==> src/rtl/me_load_controller.sv <==
`default_nettype none
// ============================================================================
// Module   : me_load_controller
// Function : Streams the search window and reference block into the ME core,
//            runs the core until done or timeout, and returns the SAD result.
// Revision : 1.0 - initial release
// ============================================================================
module me_load_controller #(
   parameter int DATA_WIDTH      = 8,
   parameter int SW_MEMORY_DEPTH = 961,
   parameter int RB_MEMORY_DEPTH = 256,
   parameter int MAX_DATA_WIDTH  = 16,
   parameter int TIMEOUT_CYCLES  = 65535
) (
   input  logic                               in_clk,
   input  logic                               in_rst,
   input  logic                               in_start,
   input  logic                               in_pix_valid,
   input  logic [DATA_WIDTH-1:0]              in_pix_data,
   output logic                               out_pix_ready,
   output logic                               out_sw_write_en,
   output logic [$clog2(SW_MEMORY_DEPTH)-1:0] out_sw_write_addr,
   output logic [DATA_WIDTH-1:0]              out_sw_write_data,
   output logic                               out_rb_write_en,
   output logic [$clog2(RB_MEMORY_DEPTH)-1:0] out_rb_write_addr,
   output logic [DATA_WIDTH-1:0]              out_rb_write_data,
   output logic                               out_me_enable,
   input  logic                               in_me_done,
   input  logic [MAX_DATA_WIDTH-1:0]          in_me_min_sad,
   output logic                               out_result_valid,
   input  logic                               in_result_ready,
   output logic [MAX_DATA_WIDTH-1:0]          out_result_sad,
   output logic                               out_result_timeout,
   output logic [31:0]                        out_cycle_count,
   output logic                               out_busy
);

   localparam int SW_AW  = $clog2(SW_MEMORY_DEPTH);
   localparam int RB_AW  = $clog2(RB_MEMORY_DEPTH);
   localparam int BEAT_W = (SW_AW > RB_AW) ? SW_AW : RB_AW;

   typedef enum logic [2:0] {
      S_IDLE    = 3'd0,
      S_LOAD_SW = 3'd1,
      S_LOAD_RB = 3'd2,
      S_GAP     = 3'd3,
      S_RUN     = 3'd4,
      S_RESULT  = 3'd5
   } state_t;

   state_t                    state_q, state_d;
   logic [BEAT_W-1:0]         beat_q, beat_d;
   logic                      gap_q, gap_d;
   logic [31:0]               count_q, count_d;
   logic                      sw_we_q, sw_we_d;
   logic [SW_AW-1:0]          sw_addr_q, sw_addr_d;
   logic [DATA_WIDTH-1:0]     sw_data_q, sw_data_d;
   logic                      rb_we_q, rb_we_d;
   logic [RB_AW-1:0]          rb_addr_q, rb_addr_d;
   logic [DATA_WIDTH-1:0]     rb_data_q, rb_data_d;
   logic                      ready_q, ready_d;
   logic                      enable_q, enable_d;
   logic                      valid_q, valid_d;
   logic [MAX_DATA_WIDTH-1:0] sad_q, sad_d;
   logic                      timeout_q, timeout_d;
   logic                      busy_q, busy_d;
   logic                      w_accept;

   // ready_q is high exactly in the LOAD states, so it doubles as the accept gate
   assign w_accept = in_pix_valid && ready_q;

   always_ff @(posedge in_clk or posedge in_rst) begin
      if (in_rst) begin
         state_q   <= S_IDLE;
         beat_q    <= '0;
         gap_q     <= 1'b0;
         count_q   <= '0;
         sw_we_q   <= 1'b0;
         sw_addr_q <= '0;
         sw_data_q <= '0;
         rb_we_q   <= 1'b0;
         rb_addr_q <= '0;
         rb_data_q <= '0;
         ready_q   <= 1'b0;
         enable_q  <= 1'b0;
         valid_q   <= 1'b0;
         sad_q     <= '0;
         timeout_q <= 1'b0;
         busy_q    <= 1'b0;
      end else begin
         state_q   <= state_d;
         beat_q    <= beat_d;
         gap_q     <= gap_d;
         count_q   <= count_d;
         sw_we_q   <= sw_we_d;
         sw_addr_q <= sw_addr_d;
         sw_data_q <= sw_data_d;
         rb_we_q   <= rb_we_d;
         rb_addr_q <= rb_addr_d;
         rb_data_q <= rb_data_d;
         ready_q   <= ready_d;
         enable_q  <= enable_d;
         valid_q   <= valid_d;
         sad_q     <= sad_d;
         timeout_q <= timeout_d;
         busy_q    <= busy_d;
      end
   end

   always_comb begin
      state_d   = state_q;
      beat_d    = beat_q;
      gap_d     = gap_q;
      count_d   = count_q;
      sw_we_d   = 1'b0;
      sw_addr_d = sw_addr_q;
      sw_data_d = sw_data_q;
      rb_we_d   = 1'b0;
      rb_addr_d = rb_addr_q;
      rb_data_d = rb_data_q;
      sad_d     = sad_q;
      timeout_d = timeout_q;

      case (state_q)
         S_IDLE: begin
            if (in_start) begin
               state_d = S_LOAD_SW;
               beat_d  = '0;
               count_d = '0;
            end
         end
         S_LOAD_SW: begin
            if (w_accept) begin
               sw_we_d   = 1'b1;
               sw_addr_d = SW_AW'(beat_q);
               sw_data_d = in_pix_data;
               if (beat_q == BEAT_W'(SW_MEMORY_DEPTH - 1)) begin
                  state_d = S_LOAD_RB;
                  beat_d  = '0;
               end else begin
                  beat_d = beat_q + BEAT_W'(1);
               end
            end
         end
         S_LOAD_RB: begin
            if (w_accept) begin
               rb_we_d   = 1'b1;
               rb_addr_d = RB_AW'(beat_q);
               rb_data_d = in_pix_data;
               if (beat_q == BEAT_W'(RB_MEMORY_DEPTH - 1)) begin
                  state_d = S_GAP;
                  beat_d  = '0;
                  gap_d   = 1'b0;
               end else begin
                  beat_d = beat_q + BEAT_W'(1);
               end
            end
         end
         S_GAP: begin
            if (gap_q) begin
               state_d = S_RUN;
            end else begin
               gap_d = 1'b1;
            end
         end
         S_RUN: begin
            // The current enable cycle is counted, including the one that sees done
            count_d = count_q + 32'd1;
            if (in_me_done) begin
               sad_d     = in_me_min_sad;
               timeout_d = 1'b0;
               state_d   = S_RESULT;
            end else if (count_d == 32'(TIMEOUT_CYCLES)) begin
               sad_d     = {MAX_DATA_WIDTH{1'b1}};
               timeout_d = 1'b1;
               state_d   = S_RESULT;
            end
         end
         S_RESULT: begin
            if (in_result_ready) begin
               state_d = S_IDLE;
            end
         end
         default: state_d = S_IDLE;
      endcase

      // Status outputs follow the next state so they are registered yet aligned
      ready_d  = (state_d == S_LOAD_SW) || (state_d == S_LOAD_RB);
      enable_d = (state_d == S_RUN);
      valid_d  = (state_d == S_RESULT);
      busy_d   = (state_d != S_IDLE);
   end

   assign out_pix_ready      = ready_q;
   assign out_sw_write_en    = sw_we_q;
   assign out_sw_write_addr  = sw_addr_q;
   assign out_sw_write_data  = sw_data_q;
   assign out_rb_write_en    = rb_we_q;
   assign out_rb_write_addr  = rb_addr_q;
   assign out_rb_write_data  = rb_data_q;
   assign out_me_enable      = enable_q;
   assign out_result_valid   = valid_q;
   assign out_result_sad     = sad_q;
   assign out_result_timeout = timeout_q;
   assign out_cycle_count    = count_q;
   assign out_busy           = busy_q;

endmodule
`default_nettype wire

==> config.mk <==
export PLATFORM = sky130hd
export DESIGN_NAME = me_load_controller
export DESIGN_NICKNAME = d
export VERILOG_FILES = /design/src/rtl/me_load_controller.sv
export SDC_FILE = /design/constraint.sdc
export NUM_CORES = 1
export LEC_CHECK = 0
export CAP_MARGIN = 20
export CORE_ASPECT_RATIO = 1.1
export CORE_UTILIZATION = 25
export DETAILED_ROUTE_END_ITERATION = 10
export PLACE_DENSITY_LB_ADDON = 0.2
export SLEW_MARGIN = 20
export SYNTH_ARGS = -nofsm -noshare
export SYNTH_HDL_FRONTEND = slang
export SYNTH_SLANG_ARGS = --single-unit
export TNS_END_PERCENT = 10
==> constraint.sdc <==
create_clock -name in_clk -period 6.7 [get_ports in_clk]
set_input_delay 1.005 -clock in_clk [delete_from_list [all_inputs] [get_ports in_clk]]
set_output_delay 1.005 -clock in_clk [all_outputs]
set_load 0.1 [all_outputs]
==> impl_metrics.toml, run 1 <==
[power]
irDropWorstVdd_mv = 0.1914
power.density_mw_per_mm2 = 294.7
p_leak_nw = 3.004

[clocking]
clk_latency_ns = 0.36
cts_hold_buf = 0
cts_tree = "yes"
cts_made_buffers = 9
cts_resized = 0
clockRootBuffer = "clkbuf_16"
cts_setup_buffers = 0
clk_pin_slew_ns = 0.08
cts.sinks = 103
htreeDepth = 3
clock_path_buffers = 2

[sta]
slew_violations = 0
skew_ns = 0.008748
finalSetupViolations = 0
post-route-period-util_pct = 47.93
fmax_mhz = 311.4
max_slew_margin_pct = 29.72
rsz0062_at_grt = "false"
finalSetupTns_ns = 0
hold_viol_final = 0
tightestPinTransition_ns = 1.051
min_period_ns = 3.212

[cells_and_area]
final_area_mm2 = 0.007208
antenna_cells = 0
layout.nets = 693
drive_gt1_share_pct = 12.52
fin_util_pct = 33.62
area_growth_pct = 30.90
stdcell_count = 953

[placed_design]
dp_hpwl_um = 11130
port_buffers = 118
gp_congestion = 0.8368
dpl.cell_count = 938
place_area_mm2 = 0.006904

[route]
routed_via_density = 4.951
wl_per_cell_um = 16.79
drc = 0
routed-via-count = 4718
drt-initial-drc-count = 230
dr.pass1.iters = 5
drt_wl_total_um = 16000
ant_nets = 0

[floorplan]
die_area_mm2 = 0.02262
die_w_um = 143.5
core-area_mm2 = 0.02144
io_pins = 119
rows = 56
start_util_pct = 25.68
die_h_um = 157.7

[setup_path]
crit_type = "reg -> out"
cp_max_fo = 11
cp_num_cells = 1
cp_slowest_cell = "clkdlybuf4s50_1"
cp.arrival_ns = 2.21
worst-path-buf-inv = 1
cp_slowest_stage_delay_ns = 1.22
critPathTopFamily = "buffers and inverters"
worstRegToRegCells = 8
cp.required_ns = 5.69
cp-start-kind = "flip-flop"
crit_chain = "clkdlybuf4s50_1"
end_kind = "primary output"

[yosys]
synth_top_area_share_pct = 46.81
synth.avg_cell_area_um2 = 9.695
synth_top_area_cell = "dfrtp_1"
syn-num-nets = 602
yosys-top-cells-area = "dfrtp_1 47%, mux2_2 7.0%, nand3_1 4.5%, o21ai_0 4.5%, nand2_1 4.0%"
ys_async_sr_fraction_pct = 100.0
yosysWarnings = 0
synth-edff-count = 0
syn-cell-area_mm2 = 0.005507
yosys_most_used_dff = "dfrtp_1"
synthCells = 568
ys_types = 61
synth-seq-cells = 103
synth.yosys.seq_area_share_pct = 46.81

[global_route]
grt_first_pass_wirelength_um = 25810
grt_max_degree = 75
globalRouteOverflowTotal = 0
grt_pass1_vias = 4730
grtUsageTotal_pct = 14.66
antenna_found_initial = 0

[worst_hold_path]
hold_path.class = "reg -> reg"
hold_depth = 2

[job]
maxCapViolations = 0

[status]
outcome = "complete, no violations"
-- Yosys cell counts (3+ instances only) --
cell	instances
o22ai_1	4
xnor2_1	6
o31a_1	3
o31ai_1	13
nand2b_1	4
nor3b_1	3
mux2_2	34
ha_1	4
nand3_1	50
and3_1	9
inv_1	14
nor2b_1	3
nand2_1	58
a21oi_1	18
nor4_1	5
buf_4	5
a31oi_1	6
nor2_1	39
xor2_1	6
and4_1	8
and2_1	5
nor3_1	6
or3_1	3
buf_2	13
nand3_2	9
clkbuf_1	22
nand4_1	16
dfrtp_1	103
nor4_4	3
o41ai_1	9
o21ai_0	49
-- kinds of logic (layout without fill, tap and decap cells) --
logic type / Yosys count / after routing / share of synthesized area [%]
AO/OA/AOI/OAI: 115 / 115 / 13.16
XOR/XNOR: 12 / 12 / 1.909
adder cells (fa/ha/maj): 4 / 4 / 0.9089
buffers and inverters: 57 / 152 / 4.681
flip-flops: 103 / 103 / 46.81
multiplexers: 36 / 36 / 7.317
AND/OR/NAND/NOR: 241 / 241 / 25.22
-- path summary, 6_finish.rpt --
kind	from	slack, ns	end
min in group asynchronous	in_rst	0.98	out_rb_write_data[0]
max reg2reg	out_cycle_count[0]	3.49	out_result_sad[13]
min reg2reg	out_result_sad[14]	0.51	out_result_sad[14]
max	out_cycle_count[7]	3.49	out_cycle_count[7]
max in group asynchronous	in_rst	4.43	out_cycle_count[5]
min	out_result_sad[14]	0.51	out_result_sad[14]
-- area by class of cell --
| cell class | instances | area (um2) |
|---|---|---|
| clock buffer | 9 | 225.2 |
| clock inverter | 6 | 78.83 |
| fill | 2231 | 14230 |
| inverter | 14 | 55.05 |
| multi-input combinational | 408 | 2690 |
| sequential | 103 | 2577 |
| tap | 290 | 362.8 |
| timing repair buffer | 123 | 1219 |
-- routing by layer --
metal	wire length, um	share of wire [%]	global-route usage [%]	up-vias
met5	0	0	0	-
met4	144	0.90	3.850	0
met3	890	5.6	4.083	10
met2	8011	50	24.57	123
met1	6957	43	18.43	2338
li1	-	-	-	2247
-- power by group --
group          internal, W  total, W  leakage (nW)  switching (W)
combinational     0.000202  0.000793          1.48       0.000591
clock             0.000296  0.000561         0.150       0.000264
sequential        0.000695  0.000771          1.38      0.0000758
-- per-stage QoR --
step                power, W  hold WS (ns)  setup slack [ns]
floorplan           0.001371        0.4875             2.991
global route        0.002222        0.5325             3.217
global placement    0.001574        0.4865             3.654
finish              0.002124        0.5127             3.488
CTS                 0.002152        0.5184             3.477
detailed placement  0.001580        0.4948             3.534
-- cells in the final DEF (no fill, tap or decap), drive strengths merged, types with 2 or more instances in the layout --
| cell type | synthesis | routed |
|---|---|---|
| clkdlybuf4s50 | 0 | 118 |
| dfrtp | 103 | 103 |
| nand3 | 60 | 60 |
| nand2 | 59 | 59 |
| o21ai | 50 | 50 |
| nor2 | 39 | 39 |
| mux2 | 34 | 34 |
| nand4 | 20 | 20 |
| a21oi | 18 | 18 |
| inv | 14 | 17 |
| o31ai | 14 | 14 |
| and3 | 9 | 9 |
| o41ai | 9 | 9 |
| clkbuf | 23 | 9 |
| nor4 | 9 | 9 |
| and4 | 8 | 8 |
| xor2 | 6 | 6 |
| xnor2 | 6 | 6 |
| a31oi | 6 | 6 |
| nor3 | 6 | 6 |
| and2 | 5 | 5 |
| buf | 20 | 5 |
| o22ai | 4 | 4 |
| ha | 4 | 4 |
| nand2b | 4 | 4 |
| nor3b | 4 | 4 |
| or3 | 3 | 3 |
| o31a | 3 | 3 |
| nor2b | 3 | 3 |
| a311oi | 2 | 2 |
| nand4b | 2 | 2 |
| mux2i | 2 | 2 |
| nand3b | 2 | 2 |
| nor4b | 2 | 2 |
| or2 | 2 | 2 |
| clkinv | 0 | 2 |
| or4 | 2 | 2 |
| o211ai | 2 | 2 |
-- state kept, by name, summed over array words and instances, names as in the netlist --
register            cells
out_sw_write_en         1
gap_q                   1
beat_q                 10
out_sw_write_addr      10
out_result_timeout      1
out_me_enable           1
out_busy                1
out_result_valid        1
out_result_sad         16
state_q                 3
out_pix_ready           1
out_sw_write_data       8
out_rb_write_addr       8
out_cycle_count        32
out_rb_write_data       8
out_rb_write_en         1
Power figures use the tool's default switching activity.
==> inputs of run 2 (changes only) <==
Clock period 6.7 ns to 2.75 ns, I/O delays scaled along.
==> run 2 against run 1 <==
  * Global-route usage grew 0.17 points
  * Final cell count grew 2.2%
  * Combinational power grew 140%
  * Sequential share of layout area grew 0.41 points
  * Wire length shrank 0.14%
  * Cell area grew 0.10%
  * Non-clock buffer count grew 20
  * Highest routed layer unchanged
  * Clock skew shrank 0.00069 ns
  * Via count grew 1.7%
  * Clock power grew 130%
==> impl_metrics.toml, run 2 (synthesized netlist as in run 1, its figures left out) <==
[status]
outcome = "complete, no violations"

[sta]
finalSetupTns_ns = 0
rsz0062_at_grt = "false"
tightestPinTransition_ns = 0.4641
max_slew_margin_pct = 69.06
hold_viol_final = 0
min_period_ns = 2.564
slew_violations = 0
finalSetupViolations = 0
post-route-period-util_pct = 93.23
setup_slack_ns = 0.1861
hold-worst-slack_ns = 0.4123
skew_ns = 0.008056
fmax_mhz = 390.0

[setup_path]
worst-path-buf-inv = 1
end_kind = "flip-flop"
crit_type = "reg -> reg"
cp.required_ns = 2.99
cp-start-kind = "flip-flop"
critPathTopFamily = "simple AND/OR/NAND/NOR gates"
cp_slowest_stage_delay_ns = 0.48
crit_chain = "ha_4, nand4_4, or3_1, buf_4, o31ai_4, o211ai_2, nor4_4, nand3_1, and3_1"
cp_slowest_cell = "dfrtp_2"
cp.arrival_ns = 2.81
cp_max_fo = 11

[cells_and_area]
mostFrequentLayoutCells = "112 x buf_4, 77 x dfrtp_1, 58 x nand2_1"
final_common_cell = "buf_4"
layout.nets = 713
fill_cells = 2221
largest_register_ffs = 32
ff_latch_area_mm2 = 0.002610
multiInputGateArea_mm2 = 0.002733
area_growth_pct = 31.04
drive_gt1_share_pct = 32.75
antenna_cells = 0

[floorplan]
die_area_mm2 = 0.02262
io_pins = 119
start_util_pct = 25.68
die_h_um = 157.7
die_w_um = 143.5
core-area_mm2 = 0.02144
rows = 56

[global_route]
grt_first_pass_wirelength_um = 26120
globalRouteOverflowTotal = 0
antenna_found_initial = 0
grt_pass1_vias = 4890
grt_max_degree = 63
grtUsageTotal_pct = 14.84

[clocking]
cts_made_buffers = 9
htreeDepth = 3
clk_pin_slew_ns = 0.08
clock_path_buffers = 2
clockRootBuffer = "clkbuf_16"
clk_latency_ns = 0.36
cts.sinks = 103
cts_tree = "yes"

[route]
routed_via_density = 4.928
drt-initial-drc-count = 252
wl_per_cell_um = 16.41
drc = 0
drt_wl_total_um = 15980
routed-via-count = 4800
dr.pass1.iters = 4
ant_nets = 0

[power]
irDropWorstVdd_mv = 0.6039
p_leak_nw = 3.215
power_w = 0.005061
power.density_mw_per_mm2 = 701.4

[worst_hold_path]
hold_path.class = "in -> async"

[placed_design]
place_ws_ns = 0.09896
gp_congestion = 0.8063
dp_hpwl_um = 11280
port_buffers = 118

[job]
maxCapViolations = 0
## run 2: cell types whose count changed in the layout (fill, tap and decap cells not counted), moves of 2 or more
cell / change
dfrtp_2: +26
nor4_1: -2
nor4_2: +2
dfrtp_1: -26
clkdlybuf4s50_1: -89
buf_12: +2
buf_4: +107
## run 2: what timing repair did
item | CTS | global route
buffers inserted | 0 | 0
resized for setup | 0 | 4
hold buffers | 0 | 0
hold endpoints to repair | 0 | 0
endpoints found under the setup margin | 0 | 19
## run 2: power by group
part	leakage, nW	switching, W	total (W)	internal (W)
clock network	0.140	0.000642	0.00127	0.000633
logic	1.74	0.00147	0.00193	0.000459
registers	1.34	0.000163	0.00186	0.00170
## run 2: worst paths after layout
check | from | end | slack (ns) | cells past startpoint
max in group asynchronous | in_rst | out_cycle_count[11] | 1.64 | 3
worst min register to register | out_result_sad[8] | out_result_sad[8] | 0.50 | 2
min in group in_clk | out_result_sad[8] | out_result_sad[8] | 0.50 | 2
worst min-delay path | in_rst | out_result_sad[14] | 0.41 | 2
worst max register to register | out_cycle_count[0] | out_me_enable | 0.19 | 9
worst max-delay path | out_cycle_count[0] | out_me_enable | 0.19 | 9
## run 2: final cells by class
cell class,instances,area share (%)
Inverter,14,0.7803
Clock inverter,6,0.7456
Clock buffer,10,3.173
Timing Repair Buffer,143,16.23
Multi-Input combinational cell,408,37.87
Tap cell,290,5.029
Sequential cell,103,36.17
## run 2: metrics by stage
stage,instance area (um2),utilization (%),cells
4_1_cts,7188,33.53,974
5_1_grt,7216,33.65,974
3_5_place_dp,6905,32.21,958
6_report,7216,33.65,974
3_3_place_gp,6905,32.21,958
2_1_floorplan,5567,-,568
## run 2: per-layer routing
metal	up-vias	track usage, %	share of wire (%)
met1	2370	18.16	44
met4	0	4.661	1.2
met3	11	4.507	7.1
met2	125	24.83	48
li1	2294	-	-
met5	-	0	0
==> inputs of run 3 (changes only) <==
Settings changed: CTS_CLUSTER_DIAMETER set to 50.
==> results of run 3 <==
Same layout as run 2: the final DEF is identical, and so are final timing and power.
